===== config.mk =====
export PLATFORM = sky130hd
export DESIGN_NAME = wb_mem_tester
export DESIGN_NICKNAME = d
export VERILOG_FILES = /design/src/rtl/wb2sdrc_pkg.sv /design/src/rtl/wb_mem_tester.sv
export SDC_FILE = /design/constraint.sdc
export NUM_CORES = 1
export LEC_CHECK = 0
export CAP_MARGIN = 5
export CORE_MARGIN = 1.5
export CORE_UTILIZATION = 48
export DETAILED_ROUTE_END_ITERATION = 6
export PLACE_DENSITY = 0.87
export SYNTH_ARGS = -nofsm -noshare
export SYNTH_HDL_FRONTEND = slang
export SYNTH_SLANG_ARGS = --single-unit

===== constraint.sdc =====
create_clock -name wb_clk_i -period 3.93 [get_ports wb_clk_i]
set_input_delay 0.5895 -clock wb_clk_i [delete_from_list [all_inputs] [get_ports wb_clk_i]]
set_output_delay 0.5895 -clock wb_clk_i [all_outputs]
set_load 0.02 [all_outputs]

===== src/rtl/wb2sdrc_pkg.sv =====
// Shared encodings for the Wishbone memory tester: test modes, FSM states, cycle type.
package wb2sdrc_pkg;

    typedef enum logic [1:0] {
        MODE_WR    = 2'b00,
        MODE_RD    = 2'b01,
        MODE_WR_RD = 2'b10,
        MODE_RSVD  = 2'b11
    } mode_e;

    typedef enum logic [2:0] {
        ST_IDLE   = 3'd0,
        ST_WR_REQ = 3'd1,
        ST_WR_GAP = 3'd2,
        ST_RD_REQ = 3'd3,
        ST_RD_GAP = 3'd4,
        ST_FIN    = 3'd5
    } state_e;

    localparam logic [2:0] CTI_CLASSIC = 3'b000;

endpackage


===== src/rtl/wb_mem_tester.sv =====
// Wishbone classic master that writes and/or read-compares an incrementing pattern.
// Latency: first strobe the cycle after start; done_o one cycle after FIN.
// Backpressure: each transfer waits for wb_ack_i, aborting after 2^TO_W-1 ack-less cycles.
module wb_mem_tester
    import wb2sdrc_pkg::*;
#(
    parameter int dw   = 32,
    parameter int TO_W = 8
) (
    input  logic             wb_clk_i,
    input  logic             wb_rst_i,
    input  logic             start_i,
    input  logic [1:0]       mode_i,
    input  logic [29:0]      base_addr_i,
    input  logic [15:0]      len_i,
    input  logic [dw-1:0]    seed_i,
    output logic             busy_o,
    output logic             done_o,
    output logic [15:0]      err_cnt_o,
    output logic [29:0]      first_err_addr_o,
    output logic             timeout_o,
    output logic             wb_cyc_o,
    output logic             wb_stb_o,
    output logic             wb_we_o,
    output logic [29:0]      wb_addr_o,
    output logic [dw-1:0]    wb_dat_o,
    output logic [dw/8-1:0]  wb_sel_o,
    output logic [2:0]       wb_cti_o,
    input  logic [dw-1:0]    wb_dat_i,
    input  logic             wb_ack_i
);

    state_e              state_q, state_d;
    mode_e               mode_q, mode_d;
    logic [29:0]         base_q, base_d;
    logic [15:0]         len_q, len_d;
    logic [dw-1:0]       seed_q, seed_d;
    logic [15:0]         k_q, k_d;
    logic [TO_W-1:0]     to_q, to_d;
    logic                cyc_q, cyc_d;
    logic                we_q, we_d;
    logic [29:0]         addr_q, addr_d;
    logic [dw-1:0]       dat_q, dat_d;
    logic [dw/8-1:0]     sel_q, sel_d;
    logic                busy_q, busy_d;
    logic                done_q, done_d;
    logic [15:0]         err_cnt_q, err_cnt_d;
    logic [29:0]         first_err_q, first_err_d;
    logic                timeout_q, timeout_d;

    logic [15:0]         k_nxt;
    logic [TO_W-1:0]     to_nxt;
    logic                last_xfer;

    always_comb begin
        state_d     = state_q;
        mode_d      = mode_q;
        base_d      = base_q;
        len_d       = len_q;
        seed_d      = seed_q;
        k_d         = k_q;
        to_d        = to_q;
        cyc_d       = cyc_q;
        we_d        = we_q;
        addr_d      = addr_q;
        dat_d       = dat_q;
        sel_d       = sel_q;
        busy_d      = busy_q;
        done_d      = 1'b0;
        err_cnt_d   = err_cnt_q;
        first_err_d = first_err_q;
        timeout_d   = timeout_q;

        k_nxt     = k_q + 16'd1;
        to_nxt    = to_q + TO_W'(1);
        last_xfer = (k_q == len_q - 16'd1);

        unique case (state_q)
            ST_IDLE: begin
                if (start_i) begin
                    mode_d      = mode_e'(mode_i);
                    base_d      = base_addr_i;
                    len_d       = len_i;
                    seed_d      = seed_i;
                    k_d         = 16'd0;
                    to_d        = '0;
                    err_cnt_d   = 16'd0;
                    first_err_d = 30'd0;
                    timeout_d   = 1'b0;
                    busy_d      = 1'b1;
                    if (len_i == 16'd0) begin
                        state_d = ST_FIN;
                    end else begin
                        // Outputs are registered, so transfer 0 is launched from here.
                        cyc_d   = 1'b1;
                        sel_d   = '1;
                        addr_d  = base_addr_i;
                        dat_d   = seed_i;
                        if (mode_e'(mode_i) == MODE_RD) begin
                            state_d = ST_RD_REQ;
                            we_d    = 1'b0;
                        end else begin
                            state_d = ST_WR_REQ;
                            we_d    = 1'b1;
                        end
                    end
                end
            end

            ST_WR_REQ, ST_RD_REQ: begin
                if (wb_ack_i) begin
                    cyc_d   = 1'b0;
                    sel_d   = '0;
                    we_d    = 1'b0;
                    state_d = (state_q == ST_WR_REQ) ? ST_WR_GAP : ST_RD_GAP;
                    if (state_q == ST_RD_REQ && wb_dat_i != dat_q) begin
                        if (err_cnt_q != 16'hFFFF) begin
                            err_cnt_d = err_cnt_q + 16'd1;
                        end
                        if (err_cnt_q == 16'd0) begin
                            first_err_d = addr_q;
                        end
                    end
                end else begin
                    to_d = to_nxt;
                    // Abort when this ack-less cycle brings the count to terminal.
                    if (to_nxt == {TO_W{1'b1}}) begin
                        cyc_d     = 1'b0;
                        sel_d     = '0;
                        we_d      = 1'b0;
                        timeout_d = 1'b1;
                        state_d   = ST_FIN;
                    end
                end
            end

            ST_WR_GAP, ST_RD_GAP: begin
                to_d = '0;
                if (last_xfer) begin
                    if (state_q == ST_WR_GAP && mode_q == MODE_WR_RD) begin
                        k_d     = 16'd0;
                        cyc_d   = 1'b1;
                        sel_d   = '1;
                        we_d    = 1'b0;
                        addr_d  = base_q;
                        dat_d   = seed_q;
                        state_d = ST_RD_REQ;
                    end else begin
                        state_d = ST_FIN;
                    end
                end else begin
                    k_d     = k_nxt;
                    cyc_d   = 1'b1;
                    sel_d   = '1;
                    we_d    = (state_q == ST_WR_GAP);
                    addr_d  = base_q + 30'(k_nxt);
                    dat_d   = seed_q + dw'(k_nxt);
                    state_d = (state_q == ST_WR_GAP) ? ST_WR_REQ : ST_RD_REQ;
                end
            end

            ST_FIN: begin
                done_d  = 1'b1;
                busy_d  = 1'b0;
                state_d = ST_IDLE;
            end

            default: begin
                state_d = ST_IDLE;
            end
        endcase
    end

    always_ff @(posedge wb_clk_i) begin
        if (wb_rst_i) begin
            state_q     <= ST_IDLE;
            mode_q      <= MODE_WR;
            base_q      <= '0;
            len_q       <= '0;
            seed_q      <= '0;
            k_q         <= '0;
            to_q        <= '0;
            cyc_q       <= 1'b0;
            we_q        <= 1'b0;
            addr_q      <= '0;
            dat_q       <= '0;
            sel_q       <= '0;
            busy_q      <= 1'b0;
            done_q      <= 1'b0;
            err_cnt_q   <= '0;
            first_err_q <= '0;
            timeout_q   <= 1'b0;
        end else begin
            state_q     <= state_d;
            mode_q      <= mode_d;
            base_q      <= base_d;
            len_q       <= len_d;
            seed_q      <= seed_d;
            k_q         <= k_d;
            to_q        <= to_d;
            cyc_q       <= cyc_d;
            we_q        <= we_d;
            addr_q      <= addr_d;
            dat_q       <= dat_d;
            sel_q       <= sel_d;
            busy_q      <= busy_d;
            done_q      <= done_d;
            err_cnt_q   <= err_cnt_d;
            first_err_q <= first_err_d;
            timeout_q   <= timeout_d;
        end
    end

    assign busy_o           = busy_q;
    assign done_o           = done_q;
    assign err_cnt_o        = err_cnt_q;
    assign first_err_addr_o = first_err_q;
    assign timeout_o        = timeout_q;
    assign wb_cyc_o         = cyc_q;
    assign wb_stb_o         = cyc_q;
    assign wb_we_o          = we_q;
    assign wb_addr_o        = addr_q;
    assign wb_dat_o         = dat_q;
    assign wb_sel_o         = sel_q;
    assign wb_cti_o         = CTI_CLASSIC;

endmodule


* Word-level counts from Yosys, hierarchy flattened
Cells that the tools add are included.
Widths: inputs -> output; s select.
** Storage, ports and cells
- Register bits :: 224
- Bits of input ports :: 116
- Output and inout port bits :: 121
- Logic and storage cells :: 128
** Cells by class
- Add/sub/neg operators :: 6
- Equal/unequal tests :: 21
- Multiplexer cells :: 63
- Reductions and logical operators :: 21
** Operator list (count)
- $mux 30 :: 8
- $mux 32 :: 4
- $pmux 30 s2 :: 2
- $mux 16 :: 6
- $pmux 16 s2 :: 2
- $pmux 32 s2 :: 1
- $add 16x1->16 const B :: 2
- $add 32x16->32 :: 1
- $logic_not 16->1 :: 2
- $ne 32x32->1 :: 1
- $add 30x16->30 :: 1
- $mux 4 :: 6
- $pmux 8 s3 :: 1
- $mux 3 :: 7
- $eq 16x16->1 :: 1
- $mux 1 :: 16
- $mux 8 :: 2
- $ne 16x16->1 const B :: 1
- $ne 2x2->1 const B :: 8
- $sub 16x1->16 const B :: 1
- $reduce_and 5->1 :: 3
- $pmux 4 s3 :: 1
- $pmux 3 s3 :: 1
- $add 8x1->8 const B :: 1
- other kinds (18) :: 32

* Longest topological paths before layout
- Depth in word-level cells :: 5
- Depth in mapped cells :: 18
- Depth with buffers taken out :: 17

* Worst setup path after synthesis
No wires, ideal clock.
- Kind :: register -> register
- Start point :: register k_q[0]
- End point :: register addr_q[23], in the netlist wb_addr_o[23]
- Setup time :: 70 ps
- Data arrival time :: 4046 ps
- Data required time :: 3860 ps
- Slack :: -186 ps
- Cell stages (with the launch flop) :: 18
- Buffers on the path :: 1
- Period minus slack after synthesis :: 4116 ps
- Cell sequence :: dfxtp_1 ha_1 and3_1 and3_1 and3_1 and3_1 clkbuf_1 nand3_1 xnor2_1 ha_1 nand3_1 or2_2 nor3_1 o21ai_0 o21ba_2 or4_1 a311o_1 a21oi_1
** On the way
- Cells in the longest elaborated chain, start to end :: 4
- Elaborated cells on any way between the ends :: 7
- Those cells by class :: 2 x add/sub; 2 x eq/ne; 2 x mux; 1 x reduce/logical
** Ends and longest elaborated chain
- from (decl) :: RTL line wb_mem_tester.sv:38 : logic [15:0] k_q, k_d;
- from (signal assigned) :: RTL line wb_mem_tester.sv:199 : k_q <= k_d;
- $add 16x1->16 :: RTL line wb_mem_tester.sv:74 : k_nxt = k_q + 16'd1;
- $add 30x16->30 :: RTL line wb_mem_tester.sv:156 : addr_d = base_q + 30'(k_nxt);
- $mux 30 :: RTL line wb_mem_tester.sv:139 : if (last_xfer) begin
- $pmux 30 s2 :: RTL line wb_mem_tester.sv:78 : unique case (state_q)
- to (signal assigned) :: RTL line wb_mem_tester.sv:203 : addr_q <= addr_d;
- to (decl) :: RTL line wb_mem_tester.sv:42 : logic [29:0] addr_q, addr_d;
Several ways; a longest one is shown, not always the timed one.
A chain may end at the register's enable or synchronous reset.

* Worst setup path in the final report
- Start point :: register k_q[1]
- End point :: register addr_q[23], in the netlist wb_addr_o[23]
The elaborated chain is that of the path after synthesis.

==> results.ini <==
[outcome]
result_of_the_run = finished with violations
failing_checks = design-rule violations

[critical_path]
cpLargestDelayFamily = simple AND/OR/NAND/NOR gates
timing.rr.start = k_q[1]
worst-setup-path-type = flop to flop
path_buf_inv = 0
worst_ep_arrival_time_ns = 4.26
cell_depth_of_the_worst_setup_path = 16
cp-end-kind = flop
worst-path-max-fanout = 4
cpMostUsedCell = sky130_fd_sc_hd__and3_4
startpoint_type = flop
worstReg2RegEnd = wb_addr_o[23]
r2r.worst_path.cells = 16
r2r_setup_slack_ns = 0.13
slowest_stage = sky130_fd_sc_hd__or4_1
path_cells = ha_2 -> and3_4 -> and3_4 -> and3_4 -> and3_4 -> nand3_2 -> xnor2_2 -> ha_1 -> nand3_1 -> or2_4 -> nor3_4 -> o21ai_2 -> o21ba_4 -> or4_1 -> a311o_1 -> a21oi_1
cp_slowest_stage_delay_ns = 0.46
wp_data_required_ns = 4.38

[global_route]
antenna_found_initial = 2
first_pass_grt_wire_length_um = 64700
grt_overflow = 0
first_global_vias = 12200
gr-max-usage-layer = met2
global_route.usage.met1_pct = 36.4
global_routing_met2_resource_utilization_pct = 46.6
global_route.usage.met3_pct = 4.33
overall_global_routing_resource_usage_pct = 28.6
largest_net_degree_at_the_start_of_global_routing = 88

[clock_network]
numCtsBuffers = 24
tritoncts = done
insertion_delay_ns = 0.53
cts_root_buffer = sky130_fd_sc_hd__clkbuf_16
clock_slew_at_reported_path_ffs_ns = 0.06
cts_max_path_buffers = 3
htree_levels = 1
numClockSinks = 220
hold_buffers = 0

[synthesis]
ys_seq_area_share_pct = 34.1
post_synth_design_cell_area_um2 = 12900
syn-mean-instance-area_um2 = 7.66
syn_inst_count = 1687
dominantRegCellSynth = sky130_fd_sc_hd__dfxtp_1
synth.distinct_cells = 83
edff_count_synth = 0
async_flop_share_pct = 0
ys.warnings.count = 0
ys_ff_latch = 220

[place]
hpwlAfterDp_um = 30400
post_place_cells = 2181
port-buffer-count = 233
globalplace.congestion = 1.00
post_place_worst_slack_ns = -0.0510

[hold_path]
holdPathEnd = mode_q[0]
holdCritStartpoint = mode_q[0]
whs_path_depth = 2
hold_path.class = flop to flop

[detailed_routing]
wirelength_um = 41800
drcViolationCount = 1
initialDrtViolationCount = 1635
num_vias = 13300
vias_per_cell = 5.95
first_pass_iters = 7
post_detailed_route_wirelength_per_cell_um = 18.7
ant_nets = 0

[floorplanning]
initial_core_utilization_pct = 49.2
placeableCoreArea_um2 = 26300
die_height_um = 167
die_area_um2 = 27900
die-width_um = 167
floorplan.io_pins = 237
floorplan.rows = 59

[timing]
max_slew.worst_pin.slew_ns = 0.958
hold_viol = 0
final_report_max_slew_violation_count = 0
finalHoldWorstSlack_ns = 0.468
min_period_ns = 3.80
period_share_pct = 96.8
finClkSkew_ns = 0.0213
report.final.setup_viol = 0
fin_tns_setup_ns = 0
max_freq_ghz = 0.263
setup_ws_ns = 0.126
slew_headroom_pct = 35.9

[layout]
drive_above_1_share_pct = 8.49
fin_util_pct = 63.6
design.final.nets = 2035
instances_no_fill = 2234
areaGrowthSynthToFinish_pct = 29.3

[pwr]
power.combinational.fraction_pct = 23.2
power_report.internal_total_uw = 4560
p_leak_uw = 0.00605
power.share.sequential_pct = 39.1
worst_ir_drop_vdd_v = 0.000301
clkPwrFrac_pct = 37.7
power-per-cell-area_nw_per_um2 = 393
power.switching_uw = 2010
switching_share_pct = 30.6

[run]
maxCapViolCount = 0

[repair_timing]
item	CTS	global route
setup endpoints to repair	2	30
resized for setup	3	28
pin swaps	0	7
gates cloned	0	0
buffers inserted	0	7
[power groups by stage]
| stage | combinational (uW) | clock [uW] | sequential (uW) |
|---|---|---|---|
| detailed placement | 1490 | 0 | 2610 |
| CTS | 1500 | 2510 | 2560 |
| global route | 1630 | 2610 | 2590 |
| finish | 1520 | 2480 | 2570 |
| global placement | 1460 | 0 | 2600 |
| floorplan | 846 | 0 | 2640 |
[cells in the final DEF, fill, tap and decap left out, types with 16 or more instances in the layout]
cell	Yosys	final
sky130_fd_sc_hd__nor4_1	32	31
sky130_fd_sc_hd__xnor2_1	85	83
sky130_fd_sc_hd__nand3_1	31	29
sky130_fd_sc_hd__inv_1	39	39
sky130_fd_sc_hd__xor2_1	32	31
sky130_fd_sc_hd__o21ai_0	28	26
sky130_fd_sc_hd__or3_1	20	20
sky130_fd_sc_hd__ha_1	38	36
sky130_fd_sc_hd__clkbuf_16	0	25
sky130_fd_sc_hd__a21oi_1	182	179
sky130_fd_sc_hd__nor3_1	31	30
sky130_fd_sc_hd__buf_4	14	45
sky130_fd_sc_hd__clkdlybuf4s50_1	0	232
sky130_fd_sc_hd__o31ai_1	28	27
sky130_fd_sc_hd__nor2_1	186	185
sky130_fd_sc_hd__nand3b_1	47	47
sky130_fd_sc_hd__nand4_1	21	21
sky130_fd_sc_hd__a211oi_1	16	16
sky130_fd_sc_hd__a311o_1	21	21
sky130_fd_sc_hd__dfxtp_1	220	218
sky130_fd_sc_hd__nand2_1	297	296
[synth_stat cells (5+ instances only)]
| library cell | n | area, um^2 |
|---|---|---|
| sky130_fd_sc_hd__buf_2 | 13 | 65.1 |
| sky130_fd_sc_hd__o21bai_1 | 7 | 52.6 |
| sky130_fd_sc_hd__o221ai_2 | 8 | 120 |
| sky130_fd_sc_hd__dfxtp_1 | 220 | 4400 |
| sky130_fd_sc_hd__nor2b_1 | 7 | 43.8 |
| sky130_fd_sc_hd__o41ai_1 | 11 | 96.3 |
| sky130_fd_sc_hd__buf_4 | 14 | 105 |
| sky130_fd_sc_hd__a311oi_1 | 12 | 105 |
| sky130_fd_sc_hd__o31ai_1 | 28 | 210 |
| sky130_fd_sc_hd__a211oi_1 | 16 | 120 |
| sky130_fd_sc_hd__nand3b_1 | 47 | 353 |
| sky130_fd_sc_hd__nor3b_1 | 7 | 52.6 |
| sky130_fd_sc_hd__nor4_1 | 32 | 200 |
| sky130_fd_sc_hd__and3_1 | 22 | 138 |
| sky130_fd_sc_hd__a21oi_1 | 182 | 911 |
| sky130_fd_sc_hd__a31oi_1 | 6 | 37.5 |
| sky130_fd_sc_hd__a311o_1 | 21 | 210 |
| sky130_fd_sc_hd__buf_6 | 7 | 78.8 |
| sky130_fd_sc_hd__mux2i_1 | 7 | 70.1 |
| sky130_fd_sc_hd__nand2b_1 | 14 | 87.6 |
| sky130_fd_sc_hd__or3_1 | 20 | 125 |
| sky130_fd_sc_hd__a21o_1 | 7 | 52.6 |
| sky130_fd_sc_hd__and2_1 | 6 | 37.5 |
| sky130_fd_sc_hd__nor3_1 | 31 | 155 |
| sky130_fd_sc_hd__nand4_1 | 21 | 131 |
| sky130_fd_sc_hd__o31a_1 | 10 | 87.6 |
| sky130_fd_sc_hd__xnor2_1 | 85 | 744 |
| sky130_fd_sc_hd__xor2_1 | 32 | 280 |
| sky130_fd_sc_hd__ha_1 | 38 | 475 |
| sky130_fd_sc_hd__nor4b_1 | 5 | 43.8 |
| sky130_fd_sc_hd__nand2_1 | 297 | 1110 |
| sky130_fd_sc_hd__clkbuf_1 | 87 | 327 |
| sky130_fd_sc_hd__o21ai_0 | 28 | 140 |
| sky130_fd_sc_hd__nand3_1 | 31 | 155 |
| sky130_fd_sc_hd__or4_1 | 7 | 52.6 |
| sky130_fd_sc_hd__nor2_1 | 186 | 698 |
| sky130_fd_sc_hd__inv_1 | 39 | 146 |
| sky130_fd_sc_hd__o211ai_1 | 6 | 45.0 |
[worst max-delay path by stage]
stage | to | startpoint
after floorplan | wb_addr_o[23] | k_q[1]
after detailed placement | wb_addr_o[23] | k_q[1]
after global routing | wb_addr_o[23] | k_q[0]
after CTS | wb_addr_o[23] | k_q[1]
final | wb_addr_o[23] | k_q[1]
after global placement | wb_addr_o[23] | k_q[1]
[metrics by stage]
step                power, uW  area (um^2)
global route             6820        16700
CTS                      6570        16500
detailed placement       4100        15600
global placement         4060        15600
finish                   6570        16700
floorplan                3490        12900
[worst min-delay path, stage by stage (launching register included)]
cell	delay, ns
sky130_fd_sc_hd__dfxtp_1	0.31
sky130_fd_sc_hd__nand2_1	0.05
sky130_fd_sc_hd__a21oi_1	0.06
[cell type report]
type / instances / area (um^2)
fillers: 2190 / 9570
multi-input cells: 1306 / 7990
flip-flops and latches: 220 / 4410
repair buffers: 288 / 2870
clock buffers: 32 / 702
well taps: 335 / 419
clock inverters: 12 / 174
inverters: 39 / 146
diodes: 2 / 5.00
[cells by family (layout without fill, tap and decap cells)]
logic type	count (synthesis)	after routing	share of synthesized area, %
and+or+nand+nor	750	750	27.5
other	1	5	0.0290
DFF	220	220	34.1
adders and majority gates	40	40	3.99
buffers and inverters	163	371	5.67
AOI/OAI and AO/OA	388	388	20.2
xor gates and xnor gates	117	117	7.93
muxes	8	8	0.629
[routing by layer]
layer  vias to the layer above  wire length, um
li1                       6328                -
met1                      6184            17000
met4                         0             2130
met5                         -                0
met3                       122             3220
met2                       669            19500
[flip-flops by register name, indices dropped and copies added (netlist names)]
name and count:
seed_q 32, wb_dat_o 32, base_q 30, first_err_addr_o 30, wb_addr_o 30, err_cnt_o 16
k_q 16, len_q 16, to_q 8, state_q 3, mode_q 2, busy_o 1
done_o 1, timeout_o 1, wb_sel_o 1, wb_we_o 1
(Power assumes the default switching activity.)
